[src/rtl/sync_upcounter.sv]
// -----------------------------------------------------------------------------
// sync_upcounter
//   Synchronous modulo-N up counter with terminal-count and sticky wrap flag.
//   The count runs 0 .. MODULO-1 and then wraps back to 0 on the same edge that
//   would otherwise step past MODULO-1. The design has no dead state.
//
// Parameters
//   WIDTH   counter width in bits
//   MODULO  count length, legal range 2 .. 2**WIDTH. Elaboration stops outside it.
//
// Ports
//   clk   in   single clock. All flops update on its rising edge.
//   rst   in   synchronous active-high reset: q=0, ovf=0
//   en    in   count enable
//   clr   in   synchronous clear: q=0, ovf=0. It wins over load and en.
//   load  in   parallel-load strobe        (only with SYNC_UPCOUNTER_LOAD_EN)
//   d     in   [WIDTH] parallel-load value (only with SYNC_UPCOUNTER_LOAD_EN).
//               Values >= MODULO are clamped to MODULO-1.
//   q     out  [WIDTH] registered count
//   qbar  out  [WIDTH] ~q, purely combinational
//   tc    out  terminal count: en && q==MODULO-1. It is high the cycle before a wrap.
//   ovf   out  sticky flag. It is set on a MODULO-1 -> 0 wrap.
//               Only rst or clr clears it.
//
// Configuration
//   SYNC_UPCOUNTER_LOAD_EN  when defined, adds the load/d parallel-load port pair.
//                           When it is absent, the counter behaves the same way
//                           cycle for cycle.
//
// Per-edge priority: rst > clr > load > en.
// -----------------------------------------------------------------------------
module sync_upcounter #(
  parameter int WIDTH  = 4,
  parameter int MODULO = 16
) (
  input  logic             clk,
  input  logic             rst,
  input  logic             en,
  input  logic             clr,
`ifdef SYNC_UPCOUNTER_LOAD_EN
  input  logic             load,
  input  logic [WIDTH-1:0] d,
`endif
  output logic [WIDTH-1:0] q,
  output logic [WIDTH-1:0] qbar,
  output logic             tc,
  output logic             ovf
);

  // Reject illegal configurations at elaboration time.
  if (MODULO < 2 || MODULO > (2 ** WIDTH)) begin : g_bad_modulo
    $error("sync_upcounter: MODULO=%0d outside legal range 2..2**WIDTH", MODULO);
  end

  // MODULO-1 always fits in WIDTH bits, because MODULO <= 2**WIDTH.
  localparam logic [WIDTH-1:0] MAX_COUNT = WIDTH'(MODULO - 1);

  logic [WIDTH-1:0] count_q, count_d;
  logic             ovf_q,   ovf_d;
  logic             at_max;

  assign at_max = (count_q == MAX_COUNT);

  // Next-state logic. Reset is applied in the register process, so it has
  // top priority over everything computed here.
  always_comb begin
    count_d = count_q;
    ovf_d   = ovf_q;
    if (clr) begin
      // Clear also cancels a wrap due on this edge, so that wrap never sets ovf.
      count_d = '0;
      ovf_d   = 1'b0;
    end
`ifdef SYNC_UPCOUNTER_LOAD_EN
    else if (load) begin
      // Clamp out-of-range load values so q can never exceed MODULO-1.
      // A load leaves ovf untouched.
      count_d = (d > MAX_COUNT) ? MAX_COUNT : d;
    end
`endif
    else if (en) begin
      if (at_max) begin
        count_d = '0;
        ovf_d   = 1'b1;
      end else begin
        count_d = count_q + WIDTH'(1);
      end
    end
  end

  always_ff @(posedge clk) begin
    if (rst) begin
      count_q <= '0;
      ovf_q   <= 1'b0;
    end else begin
      count_q <= count_d;
      ovf_q   <= ovf_d;
    end
  end

  assign q    = count_q;
  assign qbar = ~count_q;
  assign tc   = en & at_max;
  assign ovf  = ovf_q;

endmodule

[config.mk]
export PLATFORM = sky130hd
export DESIGN_NAME = sync_upcounter
export DESIGN_NICKNAME = d
export VERILOG_FILES = /design/src/rtl/sync_upcounter.sv
export SDC_FILE = /design/constraint.sdc
export NUM_CORES = 1
export LEC_CHECK = 0
export BUFFER_PORTS_ARGS = -buffer_cell sky130_fd_sc_hd__buf_4
export CAP_MARGIN = 5
export CELL_PAD_IN_SITES_DETAIL_PLACEMENT = 1
export CELL_PAD_IN_SITES_GLOBAL_PLACEMENT = 1
export CORE_AREA = 5 5 42 44
export CTS_CLUSTER_SIZE = 8
export DETAILED_ROUTE_END_ITERATION = 6
export DIE_AREA = 0 0 47 49
export HOLD_SLACK_MARGIN = 0.05
export PLACE_DENSITY_LB_ADDON = 0.15
export SLEW_MARGIN = 20
export SYNTH_ARGS = -nofsm -noshare
export SYNTH_HDL_FRONTEND = slang
export SYNTH_SLANG_ARGS = --single-unit
[constraint.sdc]
create_clock -name clk -period 1.05 [get_ports clk]
set_input_delay 0.0525 -clock clk [delete_from_list [all_inputs] [get_ports clk]]
set_output_delay 0.0525 -clock clk [all_outputs]
set_load 0.01 [all_outputs]
==> results of run 1 <==
## cell usage in the layout, fill, tap and decap left out, types with 2 or more instances in the layout
cell type	n
clkbuf_4	3
inv_1	2
nor3_1	2
dlygate4sd3_1	2
buf_6	5
dfxtp_4	2
buf_4	19
dfxtp_1	2
## final cells by class
cell class                      count  area [um2]
Fill cell                         176       857.1
Timing Repair Buffer               26       219.0
Multi-Input combinational cell     18       152.6
Sequential cell                     5       108.9
Clock buffer                        4       26.28
Tap cell                           16       20.02
Inverter                            4       17.52
## worst reg2reg max path, delay by kind of cell, from the launching register on
family / cells / cell delay [ns]
DFF: 1 / 0.33
and+or+nand+nor: 2 / 0.58
AOI/OAI and AO/OA: 1 / 0.13
## per-stage QoR
step | util (%) | cell area [um2] | TNS [ns] | setup WS [ns]
floorplan | - | 244.0 | -0.03566 | -0.03566
global placement | 27.95 | 391.6 | -0.004757 | -0.004757
detailed placement | 27.95 | 391.6 | -0.03852 | -0.03852
CTS | 37.50 | 525.5 | -0.1374 | -0.07738
global route | 38.84 | 544.3 | -0.2100 | -0.1010
finish | 38.84 | 544.3 | -0.1098 | -0.06658
## where the power goes
group | total [mW] | internal, mW | switching, mW
clock network | 0.228 | 0.144 | 0.0844
logic | 0.0633 | 0.0397 | 0.0236
registers | 0.192 | 0.189 | 0.00315
total | 0.484 | 0.373 | 0.111
## state kept, by name (all words and copies together), names as in the netlist
name  count
ovf       1
q         4
## routing by layer
layer	vias to the layer above	routed length [um]	GRT usage, %
li1	152	-	-
met1	131	339	8.753
met2	7	455	14.25
met3	0	56	4.797
met4	0	0	0
met5	-	0	0
## Yosys cell counts
master	n	area share, %
a21boi_0	1	3.3
o211ai_1	1	3.3
or4_1	1	3.3
nor3_1	2	4.3
nor2_1	2	3.3
o21a_1	1	3.3
inv_2	1	1.6
or2b_1	1	3.3
mux2i_1	1	4.3
ha_1	1	5.4
a21boi_1	1	3.3
nand2_1	3	4.9
o21ai_0	1	2.2
dfxtp_1	5	43
xnor2_1	1	3.8
inv_1	3	4.9
a21oi_1	1	2.2
## kinds of logic after synthesis
kind of cell / Yosys count / share of synthesized area [%]
AO/OA/AOI/OAI: 6 / 17.39
XOR/XNOR: 1 / 3.805
adder cells (fa/ha/maj): 1 / 5.434
buffers and inverters: 4 / 6.520
flip-flops: 5 / 43.48
multiplexers: 1 / 4.348
AND/OR/NAND/NOR: 9 / 19.03
## what timing repair did
item                                    CTS  global route
endpoints found under the hold margin     2             0
resized for setup                         8             7
gates cloned                              0             0
endpoints found under the setup margin    4             6
buffers inserted                          7             0
hold buffers                              2             0
pin swaps                                 3             2
## worst max path at each step
stage / end / slack, ns / cells past startpoint
2_1_floorplan: q[3]$_SDFFE_PP0P_ / -0.04 / 3
4_1_cts: q[3]$_SDFFE_PP0P_ / -0.08 / 4
5_1_grt: q[3]$_SDFFE_PP0P_ / -0.10 / 3
6_report: q[3]$_SDFFE_PP0P_ / -0.07 / 3
3_3_place_gp: q[3]$_SDFFE_PP0P_ / -0.005 / 3
3_5_place_dp: q[3]$_SDFFE_PP0P_ / -0.04 / 3
==> metrics.txt, run 1 <==
Slew @ Worst Pin 0.2491 ns; final hold vios 0; Core Area 0.001401 mm2; GRT Overall Usage 8.158%; Clk pin slew, worst setup/hold paths 0.05 ns; VDD IR-drop max 655.4 uV; Worst Min Path Start en; failing checks negative setup slack; distinct cell type count after synthesis 17; Crit path largest cell delay 0.53 ns; Seq/Total Area, Yosys 43.48%; final critical-path share of the clock period 106.3%; crit path time final 1.117 ns; total power 0.4840 mW; worst reg2reg path endpoint q[3]$_SDFFE_PP0P_; CP top delay family simple AND/OR/NAND/NOR gates; gr ovfl total 0; cell count after synthesis 27; antenna violations before repair 0; Ys Warns 0; n_diodes 0; Via Count 290; worst setup path startpoint q[2]$_SDFFE_PP0P_; layout cells sized above 1 66.67%; DRT Pass-1 Iters 1; CTS tree built; final setup margin -0.06658 ns; reg2reg start q[2]$_SDFFE_PP0P_; Initial DRC Count 0; Slowest-stage cell, CP or4_4; fin cells 73; fmax 895.6 MHz; CP arrival 1.29 ns; Hold Path Cell Cnt 3; total die area 0.002303 mm2; final RePlAce weighted congestion 0.6428; Min-Delay Endpoint q[0]$_SDFFE_PP0P_; NumNets Final 63; Max Slew Vio Count 0; first-pass GRT wire length 1352 um; unrepaired setup endpoints after global routing true; hold slack 0.1168 ns; cells along the critical path nand2_2 > or4_4 > a21boi_2; CP required 1.22 ns; largest net degree at the start of global routing 6; worst-path fanout max 2; status complete, but fails checks; number of global-route vias before repair 293; Final Skew 0.005012 ns; worst hold path class in -> reg; CP startpoint kind register; Pleak 0.2447 nW; endpoints failing setup 2; CP Capture Type register; Rows 14; Max-cap violations 0; Worst R2R Path Depth 3; Num CTS Buffers 3; Sink Count 5; width of the chip 47 um; critical path type reg -> reg; clock latency on the worst-skew pair 0.24 ns; IO buf count 13; ANT nets after route 0; syn avg cell area 8.527 um2; maximum clock insertion buffer count 2; DP Wirelength 571.6 um; WL per Instance 11.67 um; CTS root buffer clkbuf_4; Placed Instances 60; Worst slew margin 83.33%; drt total wl 852 um; Syn-to-layout area delta 136.4%; R2R setup slack -0.07 ns; Buf+Inv Stages, Crit Path 0; vias per cell 3.973; Die Y 49 um; DRC Markers 0; Synth Net Count 32; H-tree levels 1; pwr dens 889.3 mW/mm2; Syn Std Cell Area 230.2 um2; Initial Utilization 16.43%; synthesized flop and latch total 5; io pins 14
No activity file was read; power rests on OpenSTA's default activity.
==> inputs of run 2 (changes only) <==
--- a/config.mk
+++ b/config.mk
@@ -14,8 +14,9 @@
 export DETAILED_ROUTE_END_ITERATION = 6
 export DIE_AREA = 0 0 47 49
 export HOLD_SLACK_MARGIN = 0.05
-export PLACE_DENSITY_LB_ADDON = 0.15
+export PLACE_DENSITY = 0.5
 export SLEW_MARGIN = 20
 export SYNTH_ARGS = -nofsm -noshare
 export SYNTH_HDL_FRONTEND = slang
 export SYNTH_SLANG_ARGS = --single-unit
+export TNS_END_PERCENT = 10
==> run 2 against run 1 <==
  * Maximum frequency up 0.32%
  * Combinational power down 28%
  * Largest cell class unchanged
  * Sequential power about the same
  * The flow still finishes with violations (negative setup slack)
  * Final cell count down 4.1%
  * Total power down 2.4%
  * Via count down 1.4%
  * Clock power up 2%
  * Clock skew down 0.0040 ns
  * Flip-flop and latch count unchanged
  * Worst setup slack better by 0.0036 ns
==> metrics.txt, run 2 (synthesis gave the netlist of run 1 again) <==
Initial DRC Count 0 (unchanged); CTS root buffer clkbuf_4; Worst Setup EP q[3]$_SDFFE_PP0P_; Pleak 0.2237 nW (-8.6%); worst slack at placement -0.03352 ns (+0.004998 ns); Slowest-stage cell, CP or4_4; Num CTS Buffers 3 (unchanged); Slew @ Worst Pin 0.2200 ns (-0.02913 ns); Core Area 0.001401 mm2 (unchanged); CP required 1.23 ns (about the same); worst reg2reg path endpoint q[3]$_SDFFE_PP0P_; final critical-path share of the clock period 106.0% (-0.34 points); Buf+Inv Stages, Crit Path 1 (+1); fillers 177 (+0.57%); pwr dens 932.3 mW/mm2 (+4.8%); Final Skew 0.001048 ns (-0.003964 ns); drt total wl 805 um (-5.5%); Worst slew margin 85.28% (+1.9 points); WL per Instance 11.50 um (-1.5%); antenna violations before repair 0 (unchanged); worst setup path startpoint q[1]$_SDFFE_PP0P_; GRT Overall Usage 9.161% (+1.0 points); io pins 14 (unchanged); CP arrival 1.30 ns (about the same); ANT nets after route 0 (unchanged); unrepaired setup endpoints after global routing true; Clk pin slew, worst setup/hold paths 0.05 ns (about the same); hold slack 0.1076 ns (-0.009152 ns); Worst R2R Path Depth 3 (unchanged); DRC Markers 0 (unchanged); metal3 WL 53 um (-5.4%); Via Count 286 (-1.4%); Rows 14 (unchanged); number of global-route vias before repair 331 (+13%); largest net degree at the start of global routing 6 (unchanged); CP top delay family simple AND/OR/NAND/NOR gates; Max Slew Vio Count 0 (unchanged); width of the chip 47 um (unchanged); vias per cell 4.086 (+2.8%); gr ovfl total 0 (unchanged); DRT Pass-1 Iters 1 (unchanged); reg2reg start q[1]$_SDFFE_PP0P_; NumNets Final 60 (-4.8%); first-pass GRT wire length 1428 um (+5.6%); Syn-to-layout area delta 120.1%; Crit path largest cell delay 0.50 ns (-0.03 ns); most frequent cells in the layout buf_4, clkbuf_4; fmax 898.5 MHz (+0.32%); post-layout util 36.16% (-2.7 points); maximum clock insertion buffer count 2 (unchanged); DP Wirelength 589.6 um (+3.1%); final setup margin -0.06297 ns (+0.003610 ns); number of flip-flops in the largest register 4 (unchanged); met2 routed WL 411 um (-9.7%); most common cell after layout, fill and taps aside buf_4; n_diodes 0 (unchanged); endpoints failing setup 3 (+1); cell depth of the worst setup path 3 (unchanged); clock latency on the worst-skew pair 0.25 ns (about the same); Die Y 49 um (unchanged); M1 WL 301 um (-11%); R2R setup slack -0.06 ns (about the same); Sink Count 5 (unchanged); final RePlAce weighted congestion 0.6727 (+4.7%); CTS tree built; H-tree levels 1 (unchanged); worst hold path class in -> reg; Setup TNS -0.1443 ns (-0.03449 ns); CP startpoint kind register; VDD IR-drop max 390.3 uV (-40%); crit path time final 1.113 ns (-0.003610 ns); critical path type reg -> reg; layout cells sized above 1 64.81% (-1.9 points); worst-path fanout max 4 (+2); cells along the critical path inv_2 > or4_4 > a21boi_2; failing checks negative setup slack; status complete, but fails checks; Initial Utilization 16.43% (unchanged); final hold vios 0 (unchanged); top sig layer met4; Max-cap violations 0 (unchanged); IO buf count 13 (unchanged); total die area 0.002303 mm2 (unchanged); CP Capture Type register
run 2: changes by cell type in the layout (fill, tap and decap cells not counted), sizes merged:
| cell | before | now |
|---|---|---|
| buf | 24 | 21 |
run 2: repair_timing:
action                                  in CTS  in global routing
resized for setup                            5                  5
cloned                                       0                  0
hold endpoints to repair                     2                  0
setup buffers                                2                  1
hold buffers                                 2                  0
endpoints found under the setup margin       2                  4
pin swaps                                    3                  4
run 2: worst min-delay path by stage:
stage          start                end  slack [ns]  depth (start not counted)
2_1_floorplan    rst  q[1]$_SDFFE_PP0P_        0.12                          1
3_3_place_gp     rst  q[1]$_SDFFE_PP0P_        0.23                          2
3_5_place_dp     clr  q[2]$_SDFFE_PP0P_        0.23                          2
4_1_cts           en  q[0]$_SDFFE_PP0P_        0.11                          3
5_1_grt           en  q[0]$_SDFFE_PP0P_        0.10                          3
6_report          en  q[0]$_SDFFE_PP0P_        0.11                          3
run 2: where the power goes:
group | total, mW | switching (mW) | internal, mW
Clock | 0.232 | 0.0880 | 0.144
Sequential | 0.195 | 0.00518 | 0.189
Combinational | 0.0455 | 0.0179 | 0.0276
run 2: area by class of cell:
| cell class | instances | area (um2) | share of cell area, % |
|---|---|---|---|
| Sequential cell | 5 | 108.9 | 21.48 |
| Inverter | 4 | 17.52 | 3.457 |
| Tap cell | 16 | 20.02 | 3.951 |
| Clock buffer | 4 | 26.28 | 5.185 |
| Timing Repair Buffer | 23 | 181.4 | 35.80 |
| Multi-Input combinational cell | 18 | 152.6 | 30.12 |
run 2: worst register-to-register path: stages, from the launching register on:
cell      delay (ns)
dfxtp_4         0.37
inv_2           0.04
or4_4           0.50
a21boi_2        0.14
run 2: per-stage QoR:
| step | total power [mW] | std cells | cell area (um2) |
|---|---|---|---|
| detailed placement | 0.2346 | 61 | 399.1 |
| floorplan | 0.2093 | 27 | 244.0 |
| CTS | 0.4817 | 69 | 478.0 |
| global route | 0.5020 | 70 | 506.7 |
| finish | 0.4724 | 70 | 506.7 |
| global placement | 0.2344 | 61 | 399.1 |
run 2: per-layer routing:
layer | vias up | track usage [%]
li1 | 144 | -
met1 | 126 | 8.811
met2 | 11 | 14.03
met3 | 5 | 2.583
met4 | 0 | 9.677
met5 | - | 0
